File: config.mk
export PLATFORM = sky130hd
export DESIGN_NAME = display_source_sequencer
export DESIGN_NICKNAME = d
export VERILOG_FILES = /design/src/rtl/display_source_sequencer.sv
export SDC_FILE = /design/constraint.sdc
export NUM_CORES = 1
export LEC_CHECK = 0
export ABC_AREA = 1
export CAP_MARGIN = 20
export CORE_MARGIN = 8
export CORE_UTILIZATION = 40
export CTS_CLUSTER_SIZE = 25
export DETAILED_ROUTE_END_ITERATION = 7
export GPL_ROUTABILITY_DRIVEN = 1
export PLACE_DENSITY = 0.77
export SLEW_MARGIN = 40
export SYNTH_ARGS = -nofsm -noshare
export SYNTH_HDL_FRONTEND = slang
export SYNTH_SLANG_ARGS = --single-unit
export TNS_END_PERCENT = 100
File: constraint.sdc
create_clock -name clk -period 3.75 [get_ports clk]
set_input_delay 0.375 -clock clk [delete_from_list [all_inputs] [get_ports clk]]
set_output_delay 0.375 -clock clk [all_outputs]
set_load 0.1 [all_outputs]
File: src/rtl/display_source_sequencer.sv
// N-channel display/alarm source sequencer.
// Selects one of NUM_CH sensor words for the hex displays and buzzer mode.
// The channel advances on a debounced push-button or on an auto-scan dwell
// timer; every switch blanks the output for BLANK_CYCLES cycles.
`timescale 1ns/1ps
module display_source_sequencer #(
  parameter int NUM_CH         = 4,
  parameter int DATA_W         = 16,
  parameter int DEBOUNCE_TICKS = 500000,
  parameter int SCAN_TICKS     = 50000000,
  parameter int BLANK_CYCLES   = 4,
  localparam int CH_W          = (NUM_CH > 1) ? $clog2(NUM_CH) : 1
) (
  input  logic                     clk,
  input  logic                     reset,
  input  logic [NUM_CH*DATA_W-1:0] ch_data,
  input  logic [NUM_CH-1:0]        ch_valid,
  input  logic                     btn_next,
  input  logic                     auto_scan,
  output logic [DATA_W-1:0]        selected_data,
  output logic                     data_valid,
  output logic [CH_W-1:0]          selected_ch,
  output logic [CH_W-1:0]          buzzer_mode,
  output logic                     switch_pulse
);

  localparam int DB_W = $clog2(DEBOUNCE_TICKS + 1);
  localparam int SC_W = $clog2(SCAN_TICKS + 1);
  localparam int BL_W = $clog2(BLANK_CYCLES + 1);

  localparam logic [DB_W-1:0] DB_LAST = DB_W'(DEBOUNCE_TICKS - 1);
  localparam logic [SC_W-1:0] SC_LAST = SC_W'(SCAN_TICKS - 1);
  localparam logic [BL_W-1:0] BL_LAST = BL_W'(BLANK_CYCLES - 1);
  localparam logic [CH_W-1:0] CH_LAST = CH_W'(NUM_CH - 1);

  typedef enum logic {
    SHOW  = 1'b0,
    BLANK = 1'b1
  } state_t;

  state_t            state_q, state_d;
  logic              btn_s1_q, btn_s2_q;
  logic              deb_q, deb_d;
  logic              deb_prev_q;
  logic [DB_W-1:0]   db_cnt_q, db_cnt_d;
  logic [SC_W-1:0]   scan_q, scan_d;
  logic [BL_W-1:0]   blank_q, blank_d;
  logic [CH_W-1:0]   ch_q, ch_d;
  logic [CH_W-1:0]   buzz_q;
  logic [DATA_W-1:0] data_q, data_d;
  logic              valid_q, valid_d;
  logic              pulse_q, pulse_d;

  logic              btn_req;
  logic              timer_req;
  logic              req;
  logic              cur_valid;
  logic [DATA_W-1:0] cur_word;

  // Two-flop synchroniser for the asynchronous push-button.
  always_ff @(posedge clk or posedge reset) begin
    if (reset) begin
      btn_s1_q <= 1'b0;
      btn_s2_q <= 1'b0;
    end else begin
      btn_s1_q <= btn_next;
      btn_s2_q <= btn_s1_q;
    end
  end

  // Debouncer: accept a new level only after it has differed for DEBOUNCE_TICKS cycles in a row.
  always_comb begin
    deb_d    = deb_q;
    db_cnt_d = '0;
    if (btn_s2_q != deb_q) begin
      if (db_cnt_q == DB_LAST) begin
        deb_d    = btn_s2_q;
        db_cnt_d = '0;
      end else begin
        db_cnt_d = db_cnt_q + DB_W'(1);
      end
    end
  end

  // Debounced level, its one-cycle-delayed copy for edge detection, and the stability counter.
  always_ff @(posedge clk or posedge reset) begin
    if (reset) begin
      deb_q      <= 1'b0;
      deb_prev_q <= 1'b0;
      db_cnt_q   <= '0;
    end else begin
      deb_q      <= deb_d;
      deb_prev_q <= deb_q;
      db_cnt_q   <= db_cnt_d;
    end
  end

  assign btn_req   = deb_q & ~deb_prev_q;
  assign timer_req = auto_scan && (state_q == SHOW) && (scan_q == SC_LAST);
  assign req       = btn_req | timer_req;

  // Pick out the strobe and word of the currently selected channel.
  always_comb begin
    cur_valid = 1'b0;
    cur_word  = '0;
    for (int k = 0; k < NUM_CH; k++) begin
      if (CH_W'(k) == ch_q) begin
        cur_valid = ch_valid[k];
        cur_word  = ch_data[k*DATA_W +: DATA_W];
      end
    end
  end

  // Next-state and output logic: SHOW tracks the channel, BLANK forces zeros after a switch.
  always_comb begin
    state_d = state_q;
    ch_d    = ch_q;
    data_d  = data_q;
    valid_d = valid_q;
    pulse_d = 1'b0;
    blank_d = blank_q;
    scan_d  = '0;
    case (state_q)
      SHOW: begin
        if (req) begin
          state_d = BLANK;
          ch_d    = (ch_q == CH_LAST) ? '0 : ch_q + CH_W'(1);
          data_d  = '0;
          valid_d = 1'b0;
          pulse_d = 1'b1;
          blank_d = BL_LAST;
        end else begin
          if (cur_valid) begin
            data_d  = cur_word;
            valid_d = 1'b1;
          end
          if (auto_scan) begin
            scan_d = scan_q + SC_W'(1);
          end
        end
      end
      BLANK: begin
        data_d  = '0;
        valid_d = 1'b0;
        if (blank_q == '0) begin
          state_d = SHOW;
        end else begin
          blank_d = blank_q - BL_W'(1);
        end
      end
      default: begin
        state_d = SHOW;
      end
    endcase
  end

  // State, channel index, buzzer mode, output data and timers; reset abandons any blank or scan.
  always_ff @(posedge clk or posedge reset) begin
    if (reset) begin
      state_q <= SHOW;
      ch_q    <= '0;
      buzz_q  <= '0;
      data_q  <= '0;
      valid_q <= 1'b0;
      pulse_q <= 1'b0;
      blank_q <= '0;
      scan_q  <= '0;
    end else begin
      state_q <= state_d;
      ch_q    <= ch_d;
      buzz_q  <= ch_d;
      data_q  <= data_d;
      valid_q <= valid_d;
      pulse_q <= pulse_d;
      blank_q <= blank_d;
      scan_q  <= scan_d;
    end
  end

  assign selected_data = data_q;
  assign data_valid    = valid_q;
  assign selected_ch   = ch_q;
  assign buzzer_mode   = buzz_q;
  assign switch_pulse  = pulse_q;

endmodule

Yosys cells after proc, flatten, opt, wreduce, memory -nomap -nowiden:

Cells that the tools add are included.

* add/sub/neg operators: 4
* eq/ne operators: 10
* mux-type cells: 27
* bitwise gates (word level): 4
* reductions and logical operators: 7

Operators with widths (count)
* two-way mux 16 bit: 6
* two-way mux 26 bit: 3
* two-way mux 19 bit: 2
* one-hot mux 16 bit (2 select lines): 1
* adder 26 x 1 -> 26 bit (second input constant): 1
* equality test 26 bit (second input constant): 1
* adder 19 x 1 -> 19 bit (second input constant): 1
* equality test 19 bit (second input constant): 1
* two-way mux 1 bit: 9
* two-way mux 3 bit: 2
* one-hot mux 3 bit (2 select lines): 1
* AND reduction 2 bit: 3
* equality test 2 bit (first input constant): 2
* != test 2 bit (second input constant): 2
* one-hot mux 1 bit (2 select lines): 2
* zero test 3 bit: 1
* != test 3 bit (second input constant): 1
* subtractor 3 x 1 -> 3 bit (second input constant): 1
* adder 2 x 1 -> 2 bit (second input constant): 1
* equality test 1 x 2 -> 1 bit (first input constant): 1
* equality test 2 bit (second input constant): 1
* logical AND 1 bit: 2
* zero test 2 bit: 1
* two-way mux 2 bit: 1
* other kinds (4): 5

* flip-flop bits (word level): 73
* input port bits: 72
* logic and storage cells: 64

Depth between registers and ports, before layout:

Gate-level depths: netlist of the first run.

* depth after elaboration: 8
* gate-level depth with buffers: 11
* gate-level depth less buffers: 11

Worst setup path before layout of the first run:

No wires, ideal clock.

* kind: register to register
* start: reg, netlist name buzzer_mode[0]
* end: reg data_q[0], in the netlist selected_data[0]
* setup time: 0.079 ns
* arrival: 2.366 ns
* required time: 3.671 ns
* setup slack: 1.306 ns
* cell stages (with the launch flop): 10
* path buffers: 2
* path through: dfrtp_1 inv_1 ha_1 buf_6 a21oi_1 nand2_1 o21ai_2 buf_6 nand2_1 a21oi_1

RTL lines
* end signal, assigned: line 172 `data_q <= data_d;`
* end, declared: line 50 `logic [DATA_W-1:0] data_q, data_d;`

==> qor.yml, run 1 <==
synth:
  synth-edff-count: 0
  seq_area_frac_synth_pct: 41.7
  yosysUniqueCellTypes: 33
  synth_nets: 676
  ys_ff_latch: 73
  syn_area_sq_mm: 0.00438
  synth-async-reset-ratio_pct: 100
  synthCells: 595
  yosysWarnings: 0
  synth-main-ff-cell: "dfrtp_1"
  syn_avg_cell_area_sq_um: 7.36
power:
  p_comb_share_pct: 17.1
  p_leak_nw: 2.52
  clockPowerShare_pct: 35.3
  p_int_mw: 1.25
  p_sw_share_pct: 28.0
  p_per_area_mw_per_mm2: 319
  seqPwrFrac_pct: 47.6
  netSwitchingPower_uw: 487
  finalPower_mw: 1.74
  ir_drop_mv: 0.151
setup_path:
  required_ns: 4.02
  crit_type: "reg2reg"
  cp.arrival_ns: 2.73
  slowest_delay_ns: 0.58
  worst-path-max-fanout: 18
  cp_slowest_cell: "ha_1"
  r2r_slack_ns: 1.30
  cp-startpoint: "buzzer_mode[0]$_DFFE_PP0P_"
  cp-start-kind: "register"
  worstPathCellList: "inv_1, ha_1, inv_1, o211ai_2, nand2_1, o21ai_2, nand2_1, a21oi_1"
  endpoint_kind: "register"
  timing.rr.start: "buzzer_mode[0]$_DFFE_PP0P_"
sta:
  post-route-period-util_pct: 65.4
  period_needed_ns: 2.45
  fin_hold_ws_ns: 0.364
  tightest_slew_ns: 0.758
  hold_viol_final: 0
  timing.fmax_mhz: 408
  maxSlewViolCount: 0
  skew_ns: 0.00596
  tns_ns: 0
  rsz0062_at_grt: "false"
  setup_viol_count_final: 0
  slew_headroom_pct: 49.5
clock_tree:
  cts.sinks: 73
  insertion_delay_ns: 0.35
  cts.path.max_buffers: 2
  htreeDepth: 3
  cts_root_buf: "clkbuf_8"
  post_cts_buffers: 0
  cts-resized-gates: 0
  cts_tree: "built"
  cts_hold_buf: 0
  cts_inserted_buffers: 9
  path_clk_slew_ns: 0.07
routing:
  via_per_inst: 4.92
  via_count: 4068
  routed_wl_mm: 11.6
  ant_nets: 0
  firstDrtPassIters: 5
  drc: 0
  wl_per_cell_microns: 14.1
  drtIter0Drc: 163
grt:
  grt-ovfl-total: 0
  grt_max_degree: 33
  antenna_found_initial: 0
  track_usage_pct: 16.4
  grt_pass1_vias: 4241
  grt_pass1_wl_mm: 19.4
cells_and_area:
  nets: 763
  drive_above_1_share_pct: 10.1
  final_cell_area_sq_mm: 0.00545
  syn_to_final_growth_pct: 24.4
  num_antenna_cells: 0
  finalNonFillerCells: 826
min_path:
  hold_path_class: "reg2reg"
  min_from: "btn_s1_q$_DFF_PP0_"
placement:
  place_area_sq_mm: 0.00525
  place_hpwl_mm: 9.34
  portBuffers: 93
  place_inst: 811
  routabilityCongestion: 0.952
floorplanning:
  start_util_pct: 40.8
  die_y_microns: 121
  die_w_microns: 121
  row_count: 38
  die-area_sq_mm: 0.0146
  core_sq_mm: 0.0107
  io_pins: 94
status:
  status: "complete, no violations"
flow_run:
  maxCapViolations: 0
cell usage in the layout (no fill, tap or decap), drive strengths merged:
| cell type | instances |
|---|---|
| o31ai | 1 |
| o211ai | 1 |
| inv | 58 |
| nand4 | 26 |
| ha | 9 |
| nand2 | 175 |
| buf | 24 |
| xor2 | 16 |
| clkinvlp | 1 |
| nor3 | 10 |
| nand3 | 31 |
| or2 | 9 |
| clkbuf | 13 |
| a31oi | 1 |
| a22oi | 1 |
| o21ai | 20 |
| clkdlybuf4s50 | 71 |
| xnor2 | 10 |
| o21bai | 3 |
| dfrtp | 73 |
| o21a | 1 |
| bufinv | 1 |
| nor2 | 102 |
| a21oi | 29 |
cell families after synthesis:
| family | synth area share [%] |
|---|---|
| buffers and inverters | 8.14 |
| AND/OR/NAND/NOR | 35.0 |
| AO/OA/AOI/OAI | 7.40 |
| XOR/XNOR | 5.20 |
| adder cells (fa/ha/maj) | 2.57 |
| flip-flops | 41.7 |
sequential cells by signal, summed over array words and instances, names as in the netlist:
name	count
scan_q	26
deb_q	1
switch_pulse	1
data_valid	1
db_cnt_q	19
selected_data	16
state_q	1
blank_q	3
buzzer_mode	2
btn_s2_q	1
deb_prev_q	1
btn_s1_q	1
synthesized netlist by cell type, types with 2 or more instances:
library cell    n  area share (%)
nand2_1       171              15
nor2_1         96             8.2
dfrtp_1        73              42
inv_1          53             4.5
a21oi_1        28             3.2
nand3_1        28             3.2
nand4_1        26             3.7
o21ai_0        19             2.2
xor2_1         16             3.2
xnor2_1        10             2.0
ha_1            9             2.6
nor3_1          9             1.0
or2_2           9             1.3
buf_4           7             1.2
buf_6           5             1.3
inv_2           5            0.43
clkbuf_1        4            0.34
nor2_4          4             1.0
nand2_2         3            0.43
nand3_2         3            0.69
o21bai_1        3            0.51
buf_2           2            0.23
nor2_2          2            0.29
layout make-up:
cell class / instances / area (sq um)
Sequential cell: 73 / 1830
Fill cell: 1088 / 5300
Clock buffer: 13 / 159
Timing Repair Buffer: 95 / 836
Multi-Input combinational cell: 445 / 2200
Inverter: 58 / 218
Tap cell: 140 / 175
Clock inverter: 2 / 37.5
metal layers:
layer  wire [microns]  global-route usage [%]  part of all wire [%]  up-vias
met3              897                    6.34                   7.7       27
met1             4950                    18.3                    43     1835
met5                0                       0                     0        -
met4              364                    7.81                   3.1        0
met2             5400                    27.2                    47      146
li1                 -                       -                     -     2060
worst max-delay path: cells and delay by family, from the launching register on:
kind            cells  cell delay, ns
compound gates      3            0.63
fa+ha+maj           1            0.58
buf+inv             2            0.50
flops               1            0.44
simple gates        2            0.21
metrics by stage:
stage,util (%),setup WS [ns]
6_report,50.7,1.30
4_1_cts,50.7,1.30
2_1_floorplan,-,1.31
5_1_grt,50.7,1.05
3_3_place_gp,49.9,1.42
3_5_place_dp,48.9,1.35
path summary, 6_finish.rpt:
kind,end,depth (start not counted)
setup / recovery,selected_data[5]$_DFFE_PP0P_,8
hold / removal,btn_s2_q$_DFF_PP0_,0
max in group asynchronous,selected_data[9]$_DFFE_PP0P_,3
setup reg to reg,selected_data[5]$_DFFE_PP0P_,8
hold reg to reg,btn_s2_q$_DFF_PP0_,0
min in group asynchronous,scan_q[1]$_DFF_PP0_,2
power by group through the flow:
stage	registers (mW)	logic, mW	clock network, mW
finish	0.828	0.297	0.614
global route	0.830	0.317	0.669
CTS	0.828	0.300	0.632
detailed placement	0.843	0.299	0
global placement	0.843	0.311	0
floorplan	0.950	0.0704	0
Power figures use the tool's default switching activity.
==> inputs of run 2 (changes only) <==
==> constraint.sdc (replaced) <==
create_clock -name clk -period 2.39 [get_ports clk]
set_input_delay 0.239 -clock clk [delete_from_list [all_inputs] [get_ports clk]]
set_output_delay 0.239 -clock clk [all_outputs]
set_load 0.1 [all_outputs]
==> run 2 against run 1 <==
Non-clock buffer count up 5. Cell count increased by 0.73%. Design area increased by 3.1%. First-iteration DRC count grew 32%. Highest routed layer unchanged. Worst setup slack lost 0.95 ns. Wire length is 0.84% lower. Largest power group unchanged. Register-to-register slack worse by 0.95 ns. Clock power rose by 100%. Sequential cell count unchanged. Sequential share of layout area shrank 0.98 points. Clock skew grew 0.0013 ns.
==> qor.yml, run 2 (synthesis results as in run 1) <==
routing:
  wl_per_cell_microns: 13.8  # -1.6%
  via_per_inst: 5.00  # +1.6%
  drtIter0Drc: 215  # +32%
  ant_nets: 0  # unchanged
  via_count: 4164  # +2.4%
  drc: 0  # unchanged
  routed_wl_mm: 11.5  # -0.84%
  firstDrtPassIters: 4  # -1
sta:
  post-route-period-util_pct: 85.6  # +20 points
  maxSlewViolCount: 0  # unchanged
  period_needed_ns: 2.05  # -0.408 ns
  tns_ns: 0  # unchanged
  skew_ns: 0.00723  # +0.00127 ns
  rsz0062_at_grt: "false"
  hold_viol_final: 0  # unchanged
  tightest_slew_ns: 0.661  # -0.0971 ns
  slew_headroom_pct: 55.9  # +6.5 points
  timing.fmax_mhz: 489  # +20%
  layout_setup_ws_ns: 0.344  # -0.952 ns
  setup_viol_count_final: 0  # unchanged
min_path:
  hold_path_class: "in2async"
clock_tree:
  cts_inserted_buffers: 9  # unchanged
  insertion_delay_ns: 0.34  # about the same
  htreeDepth: 3  # unchanged
  cts_root_buf: "clkbuf_8"
  cts-resized-gates: 0  # unchanged
  cts.path.max_buffers: 2  # unchanged
  cts_hold_buf: 0  # unchanged
  path_clk_slew_ns: 0.08  # about the same
  cts_tree: "built"
  cts.sinks: 73  # unchanged
  post_cts_buffers: 0  # unchanged
power:
  p_leak_nw: 2.59  # +2.9%
  ir_drop_mv: 0.270  # +79%
  p_per_area_mw_per_mm2: 539  # +69%
  finalPower_mw: 3.03  # +74%
grt:
  grt_pass1_vias: 4248  # +0.17%
  antenna_found_initial: 0  # unchanged
  grt-ovfl-total: 0  # unchanged
  track_usage_pct: 16.3  # -0.16 points
  grt_pass1_wl_mm: 19.4  # -0.39%
  grt_max_degree: 74  # +120%
placement:
  dp_slack_ns: 0.307  # -1.04 ns
  routabilityCongestion: 0.901  # -5.3%
  portBuffers: 93  # unchanged
  place_inst: 816  # +0.62%
  place_hpwl_mm: 9.06  # -3.0%
cells_and_area:
  largest_reg_flops: 26  # unchanged
  largest_register: "scan_q"
  final-seq-area_sq_mm: 0.00183  # about the same
  final_common_cell: "nand2_1"
  final_cell_mix: "171 x nand2_1, 96 x nor2_1, 72 x dfrtp_1"
  nets: 768  # +0.66%
  num_antenna_cells: 0  # unchanged
  syn_to_final_growth_pct: 28.2
  utilization_pct: 52.3  # +1.6 points
  fillers: 1028  # -5.5%
  finalNonFillerCells: 832  # +0.73%
  multiInputGateArea_sq_mm: 0.00220  # unchanged
  drive_above_1_share_pct: 11.1  # +1.1 points
setup_path:
  crit_buf_inv: 0  # -2
  r2r_slack_ns: 0.34  # -0.95 ns
  rr_worst_depth: 8  # unchanged
  timing.rr.start: "scan_q[0]$_DFF_PP0_"
  slowest_delay_ns: 0.48  # -0.10 ns
  cp_slowest_cell: "nor2_2"
  required_ns: 2.65  # -1.37 ns
  critical-path-top-delay-family: "simple AND/OR/NAND/NOR gates"
  worst-path-max-fanout: 17  # -1
  worstPathCellList: "ha_1, nand3_2, nor2_1, nand2_1, nor2_1, nor2_2, nand2_1, a21oi_1"
  endpoint_kind: "register"
  cp-start-kind: "register"
  critical_path_depth: 8  # unchanged
  reg2reg_to: "selected_data[5]$_DFFE_PP0P_"
  crit_type: "reg2reg"
  cp.arrival_ns: 2.31  # -0.42 ns
floorplanning:
  core_sq_mm: 0.0107  # unchanged
  start_util_pct: 40.8  # unchanged
  io_pins: 94  # unchanged
  die-area_sq_mm: 0.0146  # unchanged
  die_w_microns: 121  # unchanged
  row_count: 38  # unchanged
  die_y_microns: 121  # unchanged
flow_run:
  maxCapViolations: 0  # unchanged
status:
  status: "complete, no violations"
[run 2: power breakdown]
group | switching, mW | internal, mW
sequential | 0.0276 | 1.27
combinational | 0.304 | 0.177
clock | 0.455 | 0.796
[run 2: metrics by stage]
stage	hold slack [ns]	instance area [sq um]
2_1_floorplan	0.270	4380
3_3_place_gp	0.391	5360
3_5_place_dp	0.379	5360
4_1_cts	0.298	5620
5_1_grt	0.307	5620
6_report	0.310	5620
[run 2: layout make-up]
type / instances / area share (%)
Clock buffer: 10 / 2.27
Clock inverter: 6 / 2.32
Inverter: 58 / 3.88
Multi-Input combinational cell: 445 / 39.1
Sequential cell: 73 / 32.5
Tap cell: 140 / 3.12
Timing Repair Buffer: 100 / 16.7
[run 2: worst max path at each step]
| stage | slack, ns | start | end |
|---|---|---|---|
| global placement | 0.37 | auto_scan | selected_data[0]$_DFFE_PP0P_ |
| global route | 0.14 | scan_q[0]$_DFF_PP0_ | selected_data[7]$_DFFE_PP0P_ |
| floorplan | 0.06 | buzzer_mode[1]$_DFFE_PP0P_ | selected_data[0]$_DFFE_PP0P_ |
| detailed placement | 0.31 | auto_scan | selected_data[5]$_DFFE_PP0P_ |
| finish | 0.34 | scan_q[0]$_DFF_PP0_ | selected_data[5]$_DFFE_PP0P_ |
| CTS | 0.33 | scan_q[0]$_DFF_PP0_ | selected_data[0]$_DFFE_PP0P_ |
[run 2: metal layers]
| metal | vias up | part of all wire, % | track usage (%) |
|---|---|---|---|
| met2 | 143 | 46 | 26.6 |
| li1 | 2071 | - | - |
| met1 | 1927 | 42 | 18.2 |
| met3 | 23 | 8.3 | 6.06 |
| met4 | 0 | 3.2 | 8.51 |
| met5 | - | 0 | 0 |
[run 2: tightest hold or removal path, delay by kind of cell]
family	cells	cell delay, ns
buffers and inverters	3	0.83
